==> config.mk <==
export PLATFORM = sky130hd
export DESIGN_NAME = gate_ctrl
export DESIGN_NICKNAME = d
export VERILOG_FILES = /design/src/rtl/gate_ctrl.sv
export SDC_FILE = /design/constraint.sdc
export NUM_CORES = 1
export LEC_CHECK = 0
export ABC_AREA = 1
export CAP_MARGIN = 10
export CORE_UTILIZATION = 65
export CTS_CLUSTER_SIZE = 30
export DETAILED_ROUTE_END_ITERATION = 8
export PLACE_DENSITY = 0.95
export SYNTH_ARGS = -nofsm -noshare
export SYNTH_HDL_FRONTEND = slang
export SYNTH_SLANG_ARGS = --single-unit
export TNS_END_PERCENT = 5
==> constraint.sdc <==
create_clock -name CLK -period 4.3 [get_ports CLK]
set_input_delay 0.43 -clock CLK [delete_from_list [all_inputs] [get_ports CLK]]
set_output_delay 0.43 -clock CLK [all_outputs]
set_load 0.02 [all_outputs]
==> src/rtl/gate_ctrl.sv <==
// rtl/gate_ctrl.sv - measurement gate sequencer: CLEAR -> GATE -> HOLD -> LATCH with range select
module gate_ctrl #(
  parameter int GATE0  = 50_000_000,
  parameter int GATE1  = 5_000_000,
  parameter int GATE2  = 500_000,
  parameter int GATE3  = 50_000,
  parameter int SETTLE = 4,
  parameter int CW     = 26
) (
  input  logic       CLK,
  input  logic       CLR,
  input  logic       RUN,
  input  logic [1:0] RANGE,
  output logic       D,
  output logic       CNT_CLR,
  output logic       LATCH,
  output logic       BUSY,
  output logic [1:0] RANGE_Q
);

  typedef enum logic [2:0] {
    S_IDLE,
    S_CLEAR,
    S_GATE,
    S_HOLD,
    S_LATCH
  } state_t;

  localparam logic [CW-1:0] GATE0_M1  = CW'(GATE0 - 1);
  localparam logic [CW-1:0] GATE1_M1  = CW'(GATE1 - 1);
  localparam logic [CW-1:0] GATE2_M1  = CW'(GATE2 - 1);
  localparam logic [CW-1:0] GATE3_M1  = CW'(GATE3 - 1);
  localparam logic [CW-1:0] SETTLE_M1 = CW'(SETTLE - 1);

  state_t        state, state_nx;
  logic [CW-1:0] cnt, cnt_nx;
  logic [1:0]    rng, rng_nx;
  logic [CW-1:0] gate_m1;

  // gate length comes from the range captured at the start edge, never the live input
  always_comb begin
    gate_m1 = GATE0_M1;
    case (rng)
      2'd0:    gate_m1 = GATE0_M1;
      2'd1:    gate_m1 = GATE1_M1;
      2'd2:    gate_m1 = GATE2_M1;
      default: gate_m1 = GATE3_M1;
    endcase
  end

  always_comb begin
    state_nx = state;
    cnt_nx   = cnt;
    rng_nx   = rng;
    case (state)
      S_IDLE: begin
        if (RUN) begin
          state_nx = S_CLEAR;
          rng_nx   = RANGE;
        end
      end
      S_CLEAR: begin
        state_nx = S_GATE;
        cnt_nx   = gate_m1;
      end
      S_GATE: begin
        if (cnt == '0) begin
          state_nx = S_HOLD;
          cnt_nx   = SETTLE_M1;
        end else begin
          cnt_nx = cnt - CW'(1);
        end
      end
      S_HOLD: begin
        if (cnt == '0) begin
          state_nx = S_LATCH;
        end else begin
          cnt_nx = cnt - CW'(1);
        end
      end
      S_LATCH: begin
        if (RUN) begin
          state_nx = S_CLEAR;
          rng_nx   = RANGE;
        end else begin
          state_nx = S_IDLE;
        end
      end
      default: state_nx = S_IDLE;
    endcase
  end

  // outputs are flopped from the next-state decode so they line up with the state register
  always_ff @(posedge CLK or posedge CLR) begin
    if (CLR) begin
      state   <= S_IDLE;
      cnt     <= '0;
      rng     <= 2'd0;
      D       <= 1'b0;
      CNT_CLR <= 1'b0;
      LATCH   <= 1'b0;
      BUSY    <= 1'b0;
      RANGE_Q <= 2'd0;
    end else begin
      state   <= state_nx;
      cnt     <= cnt_nx;
      rng     <= rng_nx;
      D       <= (state_nx == S_GATE);
      CNT_CLR <= (state_nx == S_CLEAR);
      LATCH   <= (state_nx == S_LATCH);
      BUSY    <= (state_nx != S_IDLE);
      if (state_nx == S_LATCH && state != S_LATCH) begin
        RANGE_Q <= rng_nx;
      end
    end
  end

endmodule

==> run_results.csv <==
group,metric,value,unit
floorplanning,die_area,4080,µm²
cells_and_area,regArea,926,µm²
clock_tree,cts_root_buf,"clkbuf_8",
worst_setup_path,timing_worst_setup_path_type,"flip-flop to flip-flop",
synth,async_reset_ff_share,100,%
clock_tree,cts_buffer_depth,2,
hold_path,hp-start,"RANGE_Q[1]$_DFFE_PP0P_",
synth,ys_ff_latch,37,
floorplanning,floorplan.die.width,63.9,µm
detailed_routing,first_pass_iters,5,
global_route,grt_overflow,0,
synth,yosysWarningCount,0,
cells_and_area,multi_input_area,1370,µm²
detailed_routing,drt_iter0_markers,234,
run_status,status,"complete, no violations",
power_and_ir_drop,ir_worst_vdd,0.202,mV
hold_path,min_path_cells,2,
sta,min_period,1920,ps
clock_tree,ctsResizeCount,0,
synth,synth_cell_type_count,31,
sta,clock_skew,10.3,ps
global_route,antenna_found_initial,0,
detailed_routing,vias,2287,
clock_tree,post_cts_buffers,0,
sta,finalCritPeriodShare,44.5,%
synth,synth_common_cells,"91 x nand2_1, 63 x nor2_1, 37 x dfrtp_1",
cells_and_area,areaGrowthSynthToFinish,8.19,%
clock_tree,insertion_delay,290,ps
placement,gp_congestion,0.887,
synth,syn-cell-area,2490,µm²
sta,worst_pin_slew,461,ps
cells_and_area,n_antenna_cell,0,
clock_tree,htree_num_levels,2,
synth,synth_top_area_share,37.2,%
worst_setup_path,reg2regPathDepth,10,
worst_setup_path,rr_startpoint,"cnt[0]$_DFFE_PP0P_",
placement,io_buffers,10,
synth,synth.area.top_cells,"dfrtp_1 37%, nand2_1 14%, nor2_1 9.5%, inv_1 5.4%, ha_1 4.5%",
power_and_ir_drop,power,605,µW
worst_setup_path,critPathLaunchType,"flip-flop",
detailed_routing,wire_per_inst,14.5,µm
synth,synthFlopType,"dfrtp_1",
flow_run,maxCapViolCount,0,
detailed_routing,drc_errors,0,
sta,max_slew_margin,69.3,%
synth,syn_inst,345,
worst_setup_path,crit_path_end_kind,"flip-flop",
clock_tree,hold_buffers,0,
floorplanning,core.rowCount,22,
clock_tree,clk_pin_slew,70,ps
global_route,grt_pass1_wl,9990,µm
sta,setup_violations,0,
detailed_routing,via_per_inst,5.63,
floorplanning,num_io_pins,11,
sta,max_freq,522,MHz
worst_setup_path,cp_max_fo,28,
hold_path,holdPathEnd,"RANGE_Q[1]$_DFFE_PP0P_",
power_and_ir_drop,power_density,225,nW/µm²
sta,rsz0062_at_grt,"no",
synth,synthesis.nets,359,
detailed_routing,wirelength,5870,µm
clock_tree,cts_buffers,5,
clock_tree,cts_sinks,37,
power_and_ir_drop,total_leakage_power,0.00135,µW
worst_setup_path,worst_ep_arrival_time,2140,ps
clock_tree,cts_tree,"built",
worst_setup_path,worstPathRequired,4530,ps
global_route,grt_usage,32.0,%
synth,synth-edff-count,0,
detailed_routing,ant_nets,0,
worst_setup_path,reg2reg_to,"cnt[16]$_DFFE_PP0P_",
global_route,grt_pass1_vias,2181,
cells_and_area,fillers,257,
synth,synth-seq-area-share,37.2,%
floorplanning,initial_core_util,68.0,%
floorplanning,core,3660,µm²
floorplanning,fp.dieH,63.9,µm
synth,yosysMostFrequentCell,"nand2_1",
sta,final_max_slew_viol_count,0,
placement,dp_hpwl,4170,µm
cells_and_area,drive_above_1_share,9.50,%
worst_setup_path,r2r_slack,2380,ps
hold_path,hold_class,"flip-flop to flip-flop",
sta,finalHoldViolations,0,
cells_and_area,fin_nets,372,
global_route,grt_max_degree,38,
synth,synth_top_cell_by_area,"dfrtp_1",
synth,avgSynthCellArea,7.21,µm²
sta,finalSetupTns,0,ps
==> power by group <==
part | leakage [µW] | internal (µW) | switching, µW | total, µW
registers | 0.000434 | 348 | 0 | 348
clock network | 0.0000443 | 127 | 119 | 247
logic | 0.000871 | 3.80 | 6.99 | 10.8
total | 0.00135 | 479 | 126 | 605
==> cells by family after synthesis <==
family | Yosys count | share of synthesized area, %
XOR/XNOR | 10 | 3.52
buffers and inverters | 44 | 7.89
AND/OR/NAND/NOR | 208 | 37.8
AO/OA/AOI/OAI | 37 | 9.10
adder cells (fa/ha/maj) | 9 | 4.52
flip-flops | 37 | 37.2
==> stage by stage <==
step	instance area, µm²	hold WS, ps	utilization, %	std cells	setup slack, ps
2_1_floorplan	2490	499	-	345	2740
3_3_place_gp	2610	477	71.2	399	2490
3_5_place_dp	2610	492	71.2	399	2450
4_1_cts	2690	508	73.5	406	2420
5_1_grt	2690	544	73.5	406	2260
6_report	2690	502	73.5	406	2380
==> per-layer routing <==
layer / wire, µm / global-route usage (%)
met3: 480 / 7.50
met1: 2480 / 40.8
met2: 2760 / 52.0
met4: 154 / 13.4
met5: 0 / 0
==> state kept, by name (all words and copies together) (netlist names) <==
signal	flops
CNT_CLR	1
LATCH	1
cnt	26
rng	2
state	3
BUSY	1
RANGE_Q	2
D	1
==> how the worst max path moves through the flow <==
stage,start,to,depth (start not counted)
2_1_floorplan,cnt[0]$_DFFE_PP0P_,cnt[20]$_DFFE_PP0P_,10
3_3_place_gp,cnt[0]$_DFFE_PP0P_,cnt[18]$_DFFE_PP0P_,11
3_5_place_dp,cnt[0]$_DFFE_PP0P_,cnt[18]$_DFFE_PP0P_,11
4_1_cts,cnt[0]$_DFFE_PP0P_,cnt[16]$_DFFE_PP0P_,10
5_1_grt,cnt[0]$_DFFE_PP0P_,cnt[24]$_DFFE_PP0P_,10
6_report,cnt[0]$_DFFE_PP0P_,cnt[16]$_DFFE_PP0P_,10
==> area by class of cell <==
class                           instances  share of cell area, %
Tap cell                               48                   2.23
Clock buffer                            7                   3.21
Multi-Input combinational cell        264                   50.7
Sequential cell                        37                   34.4
Timing Repair Buffer                   11                   4.00
Inverter                               39                   5.44
==> cell usage in the layout (no fill, tap or decap), types with 2 or more instances in the layout <==
master           Yosys  routed
nand2_1             91      91
nor2_1              63      63
dfrtp_1             37      37
inv_1               36      36
nand3_1             22      22
a21oi_1             14      14
clkdlybuf4s50_1      0      10
ha_1                 9       9
o21ai_0              7       7
nor2_2               6       6
xor2_1               6       6
clkbuf_8             0       6
nand4_1              5       5
o21bai_1             5       5
nand2_2              4       4
nor2_4               4       4
xnor2_1              4       4
nand2_4              4       4
or2_2                4       4
o21ai_1              4       4
o21a_1               3       3
inv_2                2       2
o22ai_2              2       2
==> worst max-delay path: stages, from the launching register on <==
cell and delay (ps):
dfrtp_1 380, inv_1 150, ha_1 190, nand3_1 90, nor2_2 180, nand3_4 170, nand2_4 110, nand2_4 190
nand2_1 200, nand3_1 100, nand2_1 70
Power figures use the tool's default switching activity.
